**src/rtl/pack_gen.sv**
```systemverilog
// pack_gen: turns a raw vs/hs/de/rgb pixel stream into the 49-bit pixel pack
// {vs, hs, de, rgb, x, y, sof}. It tags each pixel with its coordinates, checks
// frame geometry against H_ACT x V_ACT, and gates active video until lock.
module pack_gen #(
  parameter int   H_ACT       = 1280,
  parameter int   V_ACT       = 720,
  parameter logic VS_POL      = 1'b1,
  parameter logic HS_POL      = 1'b1,
  parameter int   LOCK_FRAMES = 2,
  parameter int   XW          = $clog2(H_ACT),
  parameter int   YW          = $clog2(V_ACT),
  localparam int  PW          = 28 + XW + YW
) (
  input  logic          clk,
  input  logic          rstn,
  input  logic          i_vs,
  input  logic          i_hs,
  input  logic          i_de,
  input  logic [23:0]   i_rgb,
  output logic [PW-1:0] o_pack,
  output logic          locked,
  output logic          frame_err,
  output logic [7:0]    err_cnt
);

  localparam logic [XW-1:0] X_MAX     = XW'(H_ACT - 1);
  localparam logic [YW-1:0] Y_MAX     = YW'(V_ACT - 1);
  localparam logic [11:0]   LEN_EXP   = 12'(H_ACT);
  localparam logic [10:0]   LINES_EXP = 11'(V_ACT);
  localparam logic [3:0]    LOCK_N    = 4'(LOCK_FRAMES);

  typedef enum logic [1:0] {
    WAIT_VS = 2'd0,
    CHECK   = 2'd1,
    LOCKED  = 2'd2
  } state_t;

  // ---------------------------------------------------------------------------
  // Stage 0: normalised input samples plus one-cycle history for edge detection
  // ---------------------------------------------------------------------------
  logic        vs_s0_q, hs_s0_q, de_s0_q;
  logic [23:0] rgb_s0_q;
  logic        vs_prev_q, de_prev_q;

  // Register the inputs once with syncs flipped to active-high, and keep history
  always_ff @(posedge clk) begin
    if (!rstn) begin
      vs_s0_q   <= 1'b0;
      hs_s0_q   <= 1'b0;
      de_s0_q   <= 1'b0;
      rgb_s0_q  <= '0;
      vs_prev_q <= 1'b0;
      de_prev_q <= 1'b0;
    end else begin
      vs_s0_q   <= i_vs ~^ VS_POL;
      hs_s0_q   <= i_hs ~^ HS_POL;
      de_s0_q   <= i_de;
      rgb_s0_q  <= i_rgb;
      vs_prev_q <= vs_s0_q;
      de_prev_q <= de_s0_q;
    end
  end

  logic frame_start, line_start, line_end;
  assign frame_start = vs_s0_q & ~vs_prev_q;
  assign line_start  = de_s0_q & ~de_prev_q;
  assign line_end    = ~de_s0_q & de_prev_q;

  // ---------------------------------------------------------------------------
  // Pixel / line counters and geometry tracking
  // ---------------------------------------------------------------------------
  logic [XW-1:0] x_q, x_d, x_cur;
  logic [11:0]   len_q, len_d, len_cur;
  logic [YW-1:0] y_q, y_d, y_inc, y_cur;
  logic [10:0]   line_cnt_q, line_cnt_d, lines_eff;
  logic          bad_q, bad_d, bad_eff, line_bad;
  logic          frame_good;

  // Counter next-state: a line end is folded into the old frame before a
  // coincident frame start evaluates and clears it
  always_comb begin
    x_cur      = line_start ? '0 : x_q;
    len_cur    = line_start ? '0 : len_q;
    x_d        = x_q;
    len_d      = len_q;
    lines_eff  = line_cnt_q;
    y_inc      = y_q;
    y_d        = y_q;
    line_cnt_d = line_cnt_q;
    bad_d      = bad_q;
    y_cur      = frame_start ? '0 : y_q;

    if (de_s0_q) begin
      x_d   = (x_cur == X_MAX) ? x_cur : x_cur + XW'(1);
      len_d = (len_cur == 12'hFFF) ? len_cur : len_cur + 12'd1;
    end

    line_bad = line_end && (len_q != LEN_EXP);
    bad_eff  = bad_q | line_bad;
    if (line_end) begin
      if (line_cnt_q != 11'h7FF) lines_eff = line_cnt_q + 11'd1;
      if (y_q != Y_MAX)          y_inc     = y_q + YW'(1);
    end
    frame_good = !bad_eff && (lines_eff == LINES_EXP);

    if (frame_start) begin
      y_d        = '0;
      line_cnt_d = '0;
      bad_d      = 1'b0;
    end else begin
      y_d        = y_inc;
      line_cnt_d = lines_eff;
      bad_d      = bad_eff;
    end
  end

  // Counter state registers
  always_ff @(posedge clk) begin
    if (!rstn) begin
      x_q        <= '0;
      len_q      <= '0;
      y_q        <= '0;
      line_cnt_q <= '0;
      bad_q      <= 1'b0;
    end else begin
      x_q        <= x_d;
      len_q      <= len_d;
      y_q        <= y_d;
      line_cnt_q <= line_cnt_d;
      bad_q      <= bad_d;
    end
  end

  // ---------------------------------------------------------------------------
  // Lock state machine: every transition happens on a frame start
  // ---------------------------------------------------------------------------
  state_t      state_q, state_d;
  logic [3:0]  good_cnt_q, good_cnt_d;
  logic        err_pulse;
  logic        locked_d;
  logic [7:0]  err_cnt_d;

  // Next-state logic: count good frames toward lock, drop lock on any bad frame
  always_comb begin
    state_d    = state_q;
    good_cnt_d = good_cnt_q;
    err_pulse  = 1'b0;
    case (state_q)
      WAIT_VS: begin
        if (frame_start) begin
          state_d    = CHECK;
          good_cnt_d = '0;
        end
      end
      CHECK: begin
        if (frame_start) begin
          if (frame_good) begin
            if (good_cnt_q + 4'd1 >= LOCK_N) begin
              state_d    = LOCKED;
              good_cnt_d = '0;
            end else begin
              good_cnt_d = good_cnt_q + 4'd1;
            end
          end else begin
            good_cnt_d = '0;
            err_pulse  = 1'b1;
          end
        end
      end
      LOCKED: begin
        if (frame_start && !frame_good) begin
          state_d    = CHECK;
          good_cnt_d = '0;
          err_pulse  = 1'b1;
        end
      end
      default: begin
        state_d    = WAIT_VS;
        good_cnt_d = '0;
      end
    endcase
    locked_d  = (state_d == LOCKED);
    err_cnt_d = (err_pulse && err_cnt != 8'hFF) ? err_cnt + 8'd1 : err_cnt;
  end

  // State, lock flag and error bookkeeping registers
  always_ff @(posedge clk) begin
    if (!rstn) begin
      state_q    <= WAIT_VS;
      good_cnt_q <= '0;
      locked     <= 1'b0;
      frame_err  <= 1'b0;
      err_cnt    <= '0;
    end else begin
      state_q    <= state_d;
      good_cnt_q <= good_cnt_d;
      locked     <= locked_d;
      frame_err  <= err_pulse;
      err_cnt    <= err_cnt_d;
    end
  end

  // ---------------------------------------------------------------------------
  // Stage 1: output pack. Gating uses the lock value being registered this
  // cycle, so the frame whose start causes lock is the first one emitted.
  // ---------------------------------------------------------------------------
  logic          de_g, sof;
  logic [PW-1:0] pack_d;

  // Assemble the pack; rgb and coordinates are zeroed outside gated video
  always_comb begin
    de_g   = de_s0_q & locked_d;
    sof    = de_g && (x_cur == '0) && (y_cur == '0);
    pack_d = {vs_s0_q, hs_s0_q, de_g,
              de_g ? rgb_s0_q : 24'd0,
              de_g ? x_cur : {XW{1'b0}},
              de_g ? y_cur : {YW{1'b0}},
              sof};
  end

  // Output pack register
  always_ff @(posedge clk) begin
    if (!rstn) begin
      o_pack <= '0;
    end else begin
      o_pack <= pack_d;
    end
  end

endmodule

```
**config.mk**
```make
export PLATFORM = sky130hd
export DESIGN_NAME = pack_gen
export DESIGN_NICKNAME = d
export VERILOG_FILES = /design/src/rtl/pack_gen.sv
export SDC_FILE = /design/constraint.sdc
export NUM_CORES = 1
export LEC_CHECK = 0
export BUFFER_PORTS_ARGS = -buffer_cell sky130_fd_sc_hd__buf_2
export CAP_MARGIN = 10
export CORE_UTILIZATION = 50
export DETAILED_ROUTE_END_ITERATION = 8
export PLACE_DENSITY = 0.72
export SLEW_MARGIN = 20
export SYNTH_ARGS = -nofsm -noshare
export SYNTH_HDL_FRONTEND = slang
export SYNTH_SLANG_ARGS = --single-unit
```
**constraint.sdc**
```tcl
create_clock -name clk -period 3.1 [get_ports clk]
set_input_delay 0 -clock clk [delete_from_list [all_inputs] [get_ports clk]]
set_output_delay 0 -clock clk [all_outputs]
set_load 0.1 [all_outputs]
```
# --- After elaboration in Yosys (flattened, before gate mapping) ---
# Cells that the tools add are included.
# Widths: inputs -> output; s select.
op_classes:
  mux: 23
  n_eq_ne: 13
  addsub: 6
  n_shift: 0
  bitwise_logic: 9
  order_cmp: 1
  n_reduce_logical: 15
  mul: 0
  div_mod_pow: 0
op_table:
  columns: ["op", "count"]
  rows:
  - ["$mux 11", 4]
  - ["$mux 12", 2]
  - ["$add 11x1->11 const B", 2]
  - ["$mux 4", 5]
  - ["$add 12x1->12 const B", 1]
  - ["$eq 12x12->1 const B", 1]
  - ["$ne 12x11->1 const B", 1]
  - ["$pmux 4 s3", 1]
  - ["$eq 11x10->1 const B", 1]
  - ["$eq 11x11->1 const B", 1]
  - ["$logic_not 11->1", 1]
  - ["$ne 11x11->1 const B", 1]
  - ["$add 10x1->10 const B", 1]
  - ["$logic_not 10->1", 1]
  - ["$mux 10", 1]
  - ["$mux 2", 5]
  - ["$ne 10x10->1 const B", 1]
  - ["$add 8x1->8 const B", 1]
  - ["$ne 8x8->1 const B", 1]
  - ["$logic_and 1x1->1", 6]
  - ["$ne 2x2->1 const B", 3]
  - ["$pmux 2 s3", 1]
  - ["$add 4x1->4 const B", 1]
  - ["$and 1x1->1", 4]
  - ["12 further kinds", 20]
totals:
  latch_bits: 0
  in_bits: 29
  mem_count: 0
  out_inout_bits: 59
  regBits: 139
  mem_bits_rw: 0
  word_cells: 85
  mem_bits_ro: 0

# --- Logic depth before layout (Yosys ltp) ---
# Gate-level depths: netlist (run 1).
logic_depth:
  word_depth: 14
  mapped_depth: 13
  ltp_nobuf: 10

# --- Worst setup path after synthesis (run 1) ---
# No wires, ideal clock.
synth_timing:
  path_type: "register to register"
  start: "register line_cnt_q[0]"
  end: "register o_pack[7]"
  n_path_buf: 3
  stages_incl_launch_ff: 12
  setup_ns: 0.061
  setup_slack_ns: 0.396
  synth_period_minus_slack_ns: 2.704
  required_time_ns: 3.039
  arrival_ns: 2.643
  path_cell_list: "dfxtp_1 -> ha_1 -> and4b_1 -> buf_2 -> a41o_1 -> a311oi_1 -> o2111ai_1 -> or4_4 -> a211oi_4 -> buf_6 -> buf_6 -> and4_1"
synth_between:
  elab_chain_cells: 12
  word_cells_on_any_way: 15
  classes_between: "add/sub (1); eq/ne (3); mux (6); bitwise (1); reduce/logical (4)"
synth_rtl:
  columns: ["element", "line_no", "rtl"]
  rows:
  - ["start: declaration", "75", "logic [10:0] line_cnt_q, line_cnt_d, lines_eff;"]
  - ["start signal: assignment", "129", "line_cnt_q <= line_cnt_d;"]
  - ["$add 11x1->11 / $ne 11x11->1 (equally long branches)", "101", "if (line_cnt_q != 11'h7FF) lines_eff = line_cnt_q + 11'd1;"]
  - ["$mux 11", "101", null]
  - ["$mux 11 (*)", "100", "if (line_end) begin"]
  - ["$eq 11x10->1 (*)", "104", "frame_good = !bad_eff && (lines_eff == LINES_EXP);"]
  - ["$logic_and 1x1->1 (*)", "104", null]
  - ["$logic_not 1->1", "171", "if (frame_start && !frame_good) begin"]
  - ["$logic_and 1x1->1", "171", null]
  - ["$mux 2", "171", null]
  - ["$pmux 2 s3 (*)", "148", "case (state_q)"]
  - ["$eq 2x2->1 (*)", "182", "locked_d = (state_d == LOCKED);"]
  - ["$and 1x1->1 (*)", "212", "de_g = de_s0_q & locked_d;"]
  - ["$reduce_and 2->1 (no line) (*)", null, null]
  - ["end signal: assignment", "226", "o_pack <= pack_d;"]
  - ["end: declaration", "20", "output logic [PW-1:0] o_pack,"]
# Mark *: on every way between the ends. The rest lies on a longest branch, timed or not.
# A chain may end at the register's enable or synchronous reset.

# --- Final worst setup path (run 1) ---
layout_timing:
  start: "register line_cnt_q[0]"
  end: "register o_pack[19]"
# The elaborated chain is that of the path after synthesis.

==> results.toml, run 1 <==
[sta]
fin_crit_ns = 2.96
hold_viol_final = 0
worst_pin_slew_ns = 0.745
setup_tns_ns = 0
relSlewSlack_pct = 50.2
setup_viol = 0
period_share_pct = 95.5
slew_viol_final = 0
max_freq_mhz = 338
clock_skew_ns = 0.00848
fin_hold_ws_ns = 0.214

[cts]
cts_sinks = 138
root_buffer = "clkbuf_8"
cts_inserted_buffers = 17
clock_path_buffers = 2
clk_pin_slew_ns = 0.06
cts_tree = "yes"
htreeDepth = 4
clock_latency_ns = 0.53

[detailed_routing]
dr.pass1.iters = 5
drt-wirelength-per-cell_um = 14.6
detail_route.iter0.violations = 222
vias = 4457
vias_per_cell = 5.29
remaining_drc_errors = 0
wirelength_mm = 12.3
final_antenna_net_count = 0

[global_routing]
track_usage_pct = 22.4
grt_pass1_wl_mm = 19.7
antenna_found_initial = 0
grt_max_degree = 49
grt_pass1_vias = 4158
grt_overflow = 0

[die]
initial_core_util_pct = 52.1
die_w_um = 106
rows = 37
ioPinCount = 88
core-area_um2 = 10500
die-area_um2 = 11300
die_height_um = 106

[power_and_ir_drop]
p_leak_uw = 0.00307
ir_drop_mv = 0.418
p_per_area_nw_per_um2 = 572

[hold_path]
hold_path.class = "input pin to flop"

[final_layout]
mostFrequentLayoutCell = "dfxtp_1"
nets = 735
n_antenna_cell = 0
layout-drive-gt1-share_pct = 20.3
most-common-layout-cells = "dfxtp_1 (138), buf_2 (87), nor2_1 (55)"
fillCellCount = 813
area.growth.synth_to_final_pct = 27.1

[logic_synthesis]
synth_seq_cells = 138
synth_enable_flop_cells = 0
yosys_warnings = 0
ys_async_sr_fraction_pct = 0
ys.flop_type = "dfxtp_1"
yosysTopAreaCell = "dfxtp_1"
synthesis.nets = 620
synth_area_leaders = "dfxtp_1 (51%), and3_1 (4.7%), and2_1 (4.4%)"
synth_area_per_cell_um2 = 9.42
syn_area_um2 = 5450
seq_area_frac_synth_pct = 50.7
synth_cell_types = 53
synthCells = 579
synth.top_cell.area_share_pct = 50.7

[placed_design]
place_congestion = 0.884
hpwl_mm = 7.45
io_buffers = 87

[worst_setup_path]
critPathMaxFanout = 24
cp.arrival_ns = 3.43
required_ns = 3.57
end_kind = "flop"
startpoint_type = "flop"
path_class = "flop to flop"
reg2reg_slack_ns = 0.14

[outcome]
outcome = "finished clean"

[flow_run]
cap_violations = 0
## routing by layer
layer	share of wire (%)	track usage (%)	vias up
li1	-	-	2258
met1	45	26.7	2055
met2	48	37.0	115
met3	4.6	6.68	29
met4	2.5	10.8	0
met5	0	0	-
## registers in the layout, summed over array words and instances (netlist names)
signal / flops
locked: 1
de_s0_q: 1
line_cnt_q: 11
bad_q: 1
y_q: 10
state_q: 2
hs_s0_q: 1
rgb_s0_q: 24
frame_err: 1
len_q: 12
good_cnt_q: 4
err_cnt: 8
vs_prev_q: 1
vs_s0_q: 1
x_q: 11
o_pack: 48
de_prev_q: 1
## cell families after synthesis
kind of cell / synth area share (%)
DFF: 50.7
xor gates and xnor gates: 4.34
muxes: 1.65
adders and majority gates: 2.75
AOI/OAI and AO/OA: 8.24
buffers and inverters: 3.76
and+or+nand+nor: 28.6
## Yosys cell counts, drive strengths merged (2+ instances only)
master / instances
a211oi: 3
a21boi: 3
a21o: 2
a21oi: 20
a311oi: 3
a31oi: 4
a41o: 2
and2: 38
and3: 41
and4: 21
buf: 10
clkbuf: 24
dfxtp: 138
ha: 12
inv: 10
mux2i: 9
nand2: 43
nand2b: 7
nand3: 17
nand4: 18
nor2: 55
nor2b: 6
nor3: 13
nor3b: 2
nor4: 5
nor4b: 4
o21ai: 15
o22ai: 2
o31ai: 4
or2: 4
or4: 4
xnor2: 11
xor2: 16
## worst max-delay path: stages (launching register included)
cell and delay [ns]:
dfxtp_1 0.34, ha_1 0.27, and4b_2 0.32, a41o_1 0.26, a311oi_1 0.23, o2111ai_1 0.19
or4_4 0.50, a211oi_4 0.21, buf_4 0.19, clkbuf_16 0.19, and4_1 0.18
## power breakdown
group / total [uW] / switching, uW / internal, uW
clock network: 1970 / 722 / 1250
registers: 1820 / 14.5 / 1800
logic: 175 / 98.1 / 77.2
total: 3960 / 834 / 3130
## path summary, 6_finish.rpt
| path | start | end | depth (start not counted) |
|---|---|---|---|
| setup reg to reg | line_cnt_q[0] | o_pack[19] | 10 |
| hold reg to reg | hs_s0_q | o_pack[47] | 1 |
| hold / removal | i_rgb[8] | rgb_s0_q[8] | 3 |
| setup / recovery | line_cnt_q[0] | o_pack[19] | 10 |
## what timing repair did
item | CTS | global route
hold endpoints to repair | 35 | 0
buffers inserted | 0 | 1
resized for setup | 0 | 3
hold buffers | 30 | 0
endpoints found under the setup margin | 0 | 35
## final cells by class
cell class                      instances  area [um2]  share of cell area [%]
Clock buffer                           22         483                    6.97
Clock inverter                          9         111                    1.61
Multi-Input combinational cell        396        2500                    36.0
Timing Repair Buffer                  130         863                    12.5
Tap cell                              136         170                    2.46
Sequential cell                       138        2760                    39.9
Inverter                               11        41.3                   0.596
## metrics by stage
step | total power (uW) | worst slack, ns | area, um2 | instances | utilization (%)
after floorplan | 1950 | 0.396 | 5450 | 579 | -
after global placement | 1990 | 0.316 | 5990 | 779 | 57.2
after detailed placement | 2000 | 0.202 | 5990 | 779 | 57.2
after CTS | 3990 | 0.151 | 6880 | 840 | 65.8
after global routing | 4100 | -0.00686 | 6930 | 842 | 66.2
final | 3960 | 0.139 | 6930 | 842 | 66.2
Power figures use the tool's default switching activity.
==> run 2: changes to the inputs <==
--- a/config.mk
+++ b/config.mk
@@ -7,9 +7,11 @@
 export LEC_CHECK = 0
 export BUFFER_PORTS_ARGS = -buffer_cell sky130_fd_sc_hd__buf_2
 export CAP_MARGIN = 10
-export CORE_UTILIZATION = 50
+export CELL_PAD_IN_SITES_DETAIL_PLACEMENT = 1
+export CELL_PAD_IN_SITES_GLOBAL_PLACEMENT = 1
+export CORE_UTILIZATION = 43
 export DETAILED_ROUTE_END_ITERATION = 8
-export PLACE_DENSITY = 0.72
+export PLACE_DENSITY = 0.91
 export SLEW_MARGIN = 20
 export SYNTH_ARGS = -nofsm -noshare
 export SYNTH_HDL_FRONTEND = slang
==> run 2 against run 1 <==
  * Global-route usage up 3.5 points
  * Design area up 0.38%
  * Hold slack got worse by 0.18 ns
  * Register-to-register slack got worse by 0.04 ns
  * Die area increased by 16%
  * Non-clock buffer count rose by 1
  * Core utilization fell by 9.0 points
  * Wire length grew 34%
==> results.toml, run 2 (same netlist as run 1, synthesis figures left out) <==
[final_layout]
area.growth.synth_to_final_pct = 27.6
multi_input_area_um2 = 2490
register_area_um2 = 2760
regMostFlops = "o_pack"
nets = 736
most-common-layout-cells = "dfxtp_1 (138), buf_2 (87), nor2_1 (55)"
largest_reg_flops = 48
n_antenna_cell = 0
reg.largest.list = "o_pack (48), rgb_s0_q (24), len_q (12)"
mostFrequentLayoutCell = "dfxtp_1"
fillCellCount = 1393
layout-drive-gt1-share_pct = 20.6

[cts]
clock_latency_ns = 0.43
htreeDepth = 4
cts_inserted_buffers = 17
cts_sinks = 138
clock_path_buffers = 2
root_buffer = "clkbuf_16"
cts_tree = "yes"
clk_pin_slew_ns = 0.07

[detailed_routing]
remaining_drc_errors = 0
detail_route.iter0.violations = 206
vias_per_cell = 5.43
wirelength_mm = 16.5
final_antenna_net_count = 0
dr.pass1.iters = 5
vias = 4760
drt-wirelength-per-cell_um = 18.8

[sta]
setup_viol = 0
hold_viol_final = 0
worst_pin_slew_ns = 0.779
clock_skew_ns = 0.0149
setup_tns_ns = 0
max_freq_mhz = 334
relSlewSlack_pct = 48.0
fin_crit_ns = 3.00
slew_viol_final = 0
fin_hold_ws_ns = 0.0386
period_share_pct = 96.7

[power_and_ir_drop]
p_per_area_nw_per_um2 = 581
p_leak_uw = 0.00307
ir_drop_mv = 0.466

[die]
die-area_um2 = 13100
initial_core_util_pct = 44.8
die_height_um = 115
core-area_um2 = 12200
rows = 40
die_w_um = 115
ioPinCount = 88

[global_routing]
grt_overflow = 0
grt_max_degree = 49
grt_pass1_vias = 5078
antenna_found_initial = 0
track_usage_pct = 26.0
grt_pass1_wl_mm = 25.9

[flow_run]
cap_violations = 0

[placed_design]
hpwl_mm = 9.48
place_congestion = 0.912
io_buffers = 87

[worst_setup_path]
cp.arrival_ns = 3.35
end_kind = "flop"
critPathMaxFanout = 24
startpoint_type = "flop"
path_class = "flop to flop"
required_ns = 3.46

[hold_path]
hold_path.class = "input pin to flop"

[outcome]
outcome = "finished clean"
## run 2: cell types whose count changed in the layout (fill, tap and decap cells not counted), sizes merged
cell | previous run | this run
buf | 99 | 103
bufinv | 2 | 1
inv | 11 | 19
dlygate4sd3 | 30 | 27
clkbuf | 23 | 19
clkinv | 5 | 4
clkinvlp | 2 | 1
## run 2: power by group
group	internal, uW	switching [uW]	total (uW)
Sequential	1800	15.0	1810
Clock	1160	877	2040
Combinational	75.8	108	183
## run 2: per-stage QoR
| stage | cell area (um2) | worst slack (ns) | instances | total power (uW) | utilization [%] |
|---|---|---|---|---|---|
| finish | 6960 | 0.104 | 876 | 4040 | 57.2 |
| global route | 6960 | -0.0639 | 876 | 4160 | 57.2 |
| CTS | 6910 | 0.0300 | 872 | 4030 | 56.8 |
| detailed placement | 6040 | 0.128 | 813 | 2000 | 49.7 |
| global placement | 6040 | 0.330 | 813 | 1990 | 49.7 |
| floorplan | 5450 | 0.396 | 579 | 1950 | - |
## run 2: metal layers
metal | up-vias | wire [um] | share of wire [%] | global-route usage [%]
li1 | 2255 | - | - | -
met1 | 2343 | 6500 | 39 | 26.5
met2 | 135 | 8850 | 54 | 50.1
met3 | 27 | 821 | 5.0 | 7.68
met4 | 0 | 337 | 2.0 | 8.40
met5 | - | 0 | 0 | 0
## run 2: area by class of cell
| cell class | instances | area share (%) |
|---|---|---|
| clock inverters | 14 | 2.19 |
| flip-flops and latches | 138 | 39.7 |
| multi-input cells | 396 | 35.7 |
| repair buffers | 131 | 12.4 |
| clock buffers | 18 | 6.31 |
| inverters | 11 | 0.594 |
| well taps | 168 | 3.02 |
## run 2: critical path, cell delays in order (launching register included)
cell and delay [ns]:
dfxtp_1 0.42, ha_1 0.26, and4b_2 0.33, a21oi_1 0.11
a311oi_1 0.28, o2111ai_1 0.22, or4_4 0.52, a211oi_4 0.24
buf_4 0.15, buf_12 0.15, and4_1 0.25
## run 2: what timing repair did
item / 4_1_cts / 5_1_grt
buffers inserted: 0 / 3
gates resized for setup: 0 / 1
endpoints found under the hold margin: 27 / 0
hold buffers: 27 / 0
endpoints found under the setup margin: 0 / 47
## run 2: final timing paths
kind,from,end,slack [ns],cells after the start
worst max-delay path,line_cnt_q[0],o_pack[15],0.10,10
worst min-delay path,rstn,de_s0_q,0.04,2
worst max register to register,line_cnt_q[0],o_pack[15],0.10,10
worst min register to register,rgb_s0_q[17],o_pack[39],0.46,1
==> run 3: changes to the inputs <==
--- a/config.mk
+++ b/config.mk
@@ -7,11 +7,10 @@
 export LEC_CHECK = 0
 export BUFFER_PORTS_ARGS = -buffer_cell sky130_fd_sc_hd__buf_2
 export CAP_MARGIN = 10
-export CELL_PAD_IN_SITES_DETAIL_PLACEMENT = 1
-export CELL_PAD_IN_SITES_GLOBAL_PLACEMENT = 1
-export CORE_UTILIZATION = 43
+export CORE_UTILIZATION = 50
+export CTS_BUF_LIST = sky130_fd_sc_hd__clkbuf_4 sky130_fd_sc_hd__clkbuf_8
 export DETAILED_ROUTE_END_ITERATION = 8
-export PLACE_DENSITY = 0.91
+export PLACE_DENSITY = 0.82
 export SLEW_MARGIN = 20
 export SYNTH_ARGS = -nofsm -noshare
 export SYNTH_HDL_FRONTEND = slang
==> run 3 against run 2 <==
  * Clock power decreased by 34%
  * Highest routed layer unchanged
  * Sequential cell count is the same
  * Maximum frequency grew 2.0%
==> results.toml, run 3 (same netlist as run 1, synthesis figures left out) <==
[worst_setup_path]
startpoint_type = "flop"
path_class = "flop to flop"
required_ns = 3.48
crit_chain = "ha_2, and4b_2, a41o_1, a311oi_1, o2111ai_1, or4_4, a211oi_4, buf_4, buf_12, and4_1"
cp_top_family = "simple AND/OR/NAND/NOR gates"
path_buf_inv = 2
critPathMaxFanout = 24
end_kind = "flop"
cp.arrival_ns = 3.31
slowest_delay_ns = 0.50
cpMaxStageDelayCell = "or4_4"

[outcome]
outcome = "finished clean"

[placed_design]
io_buffers = 87
hpwl_mm = 7.65
place_congestion = 0.820
dpl.cell_count = 779

[sta]
fin_hold_ws_ns = 0.299
period_share_pct = 94.8
slew_viol_final = 0
setup_tns_ns = 0
rsz0062_at_grt = "no"
setup_viol = 0
clock_skew_ns = 0.0104
hold_viol_final = 0
fin_crit_ns = 2.94
relSlewSlack_pct = 50.2
worst_pin_slew_ns = 0.745
max_freq_mhz = 340

[detailed_routing]
wirelength_mm = 12.5
remaining_drc_errors = 0
detail_route.iter0.violations = 284
dr.pass1.iters = 4
drt-wirelength-per-cell_um = 14.9
vias = 4602
final_antenna_net_count = 0
vias_per_cell = 5.47

[global_routing]
grt_overflow = 0
antenna_found_initial = 0
track_usage_pct = 22.7
grt_max_degree = 49
grt_pass1_vias = 4521
grt_pass1_wl_mm = 20.4

[cts]
clock_path_buffers = 2
cts_tree = "yes"
cts_sinks = 138
clock_latency_ns = 0.44
root_buffer = "clkbuf_8"
cts_inserted_buffers = 17
clk_pin_slew_ns = 0.08
htreeDepth = 4

[die]
initial_core_util_pct = 52.1
die-area_um2 = 11300
die_height_um = 106
die_w_um = 106
core-area_um2 = 10500
rows = 37
ioPinCount = 88

[power_and_ir_drop]
p_leak_uw = 0.00296
p_per_area_nw_per_um2 = 499
totalPowerFinal_uw = 3340
ir_drop_mv = 0.440

[final_layout]
mostFrequentLayoutCell = "dfxtp_1"
n_antenna_cell = 0
nets = 735
fillCellCount = 804
most-common-layout-cells = "dfxtp_1 (138), buf_2 (87), nor2_1 (55)"
final_cells = 842
area.growth.synth_to_final_pct = 22.8
largest_reg_flops = 48
regMostFlops = "o_pack"
reg.largest.list = "o_pack (48), rgb_s0_q (24), len_q (12)"
layout-drive-gt1-share_pct = 20.5

[flow_run]
cap_violations = 0

[hold_path]
hold_path.class = "input pin to flop"
==> run 3: what timing repair did <==
action                                  4_1_cts  5_1_grt
endpoints found under the setup margin        0       48
endpoints found under the hold margin        29        0
buffers inserted                              0        3
hold buffers                                 28        0
gates resized for setup                       0        3
==> run 3: worst paths after layout <==
path | from | endpoint | slack, ns | cells after the start
min | i_rgb[8] | rgb_s0_q[8] | 0.30 | 3
max | line_cnt_q[0] | o_pack[13] | 0.16 | 10
max reg2reg | line_cnt_q[0] | o_pack[13] | 0.16 | 10
min reg2reg | hs_s0_q | o_pack[47] | 0.44 | 1
==> run 3: worst reg2reg max path, cell delays in order (launching register included) <==
cell       delay (ns)
dfxtp_1          0.36
ha_2             0.23
and4b_2          0.29
a41o_1           0.27
a311oi_1         0.25
o2111ai_1        0.19
or4_4            0.50
a211oi_4         0.21
buf_4            0.19
buf_12           0.16
and4_1           0.24
==> run 3: final cells by class <==
type                    count  area [um2]  share of cell area, %
repair buffers            130         858                   12.8
flip-flops and latches    138        2760                   41.3
clock inverters            13         119                   1.78
well taps                 136         170                   2.54
multi-input cells         396        2490                   37.3
clock buffers              18         248                   3.70
inverters                  11        41.3                  0.617
==> run 3: per-layer routing <==
| layer | GRT usage [%] | wire (um) | vias up |
|---|---|---|---|
| li1 | - | - | 2255 |
| met3 | 5.27 | 596 | 18 |
| met1 | 25.5 | 5320 | 2197 |
| met4 | 10.8 | 218 | 0 |
| met5 | 0 | 0 | - |
| met2 | 40.3 | 6370 | 132 |
==> run 3: power by group <==
group / total [uW] / switching [uW] / leakage (uW) / internal, uW
Combinational: 175 / 99.0 / 0.00165 / 75.8
Sequential: 1810 / 13.5 / 0.00112 / 1800
Clock: 1350 / 695 / 0.000190 / 657
Total: 3340 / 808 / 0.00296 / 2530
==> run 3: stage by stage <==
| stage | utilization (%) | worst slack [ns] | instance area [um2] |
|---|---|---|---|
| 3_5_place_dp | 57.2 | 0.123 | 5990 |
| 2_1_floorplan | - | 0.396 | 5450 |
| 6_report | 64.0 | 0.162 | 6690 |
| 3_3_place_gp | 57.2 | 0.268 | 5990 |
| 5_1_grt | 64.0 | 0.0540 | 6690 |
| 4_1_cts | 63.4 | 0.0523 | 6640 |
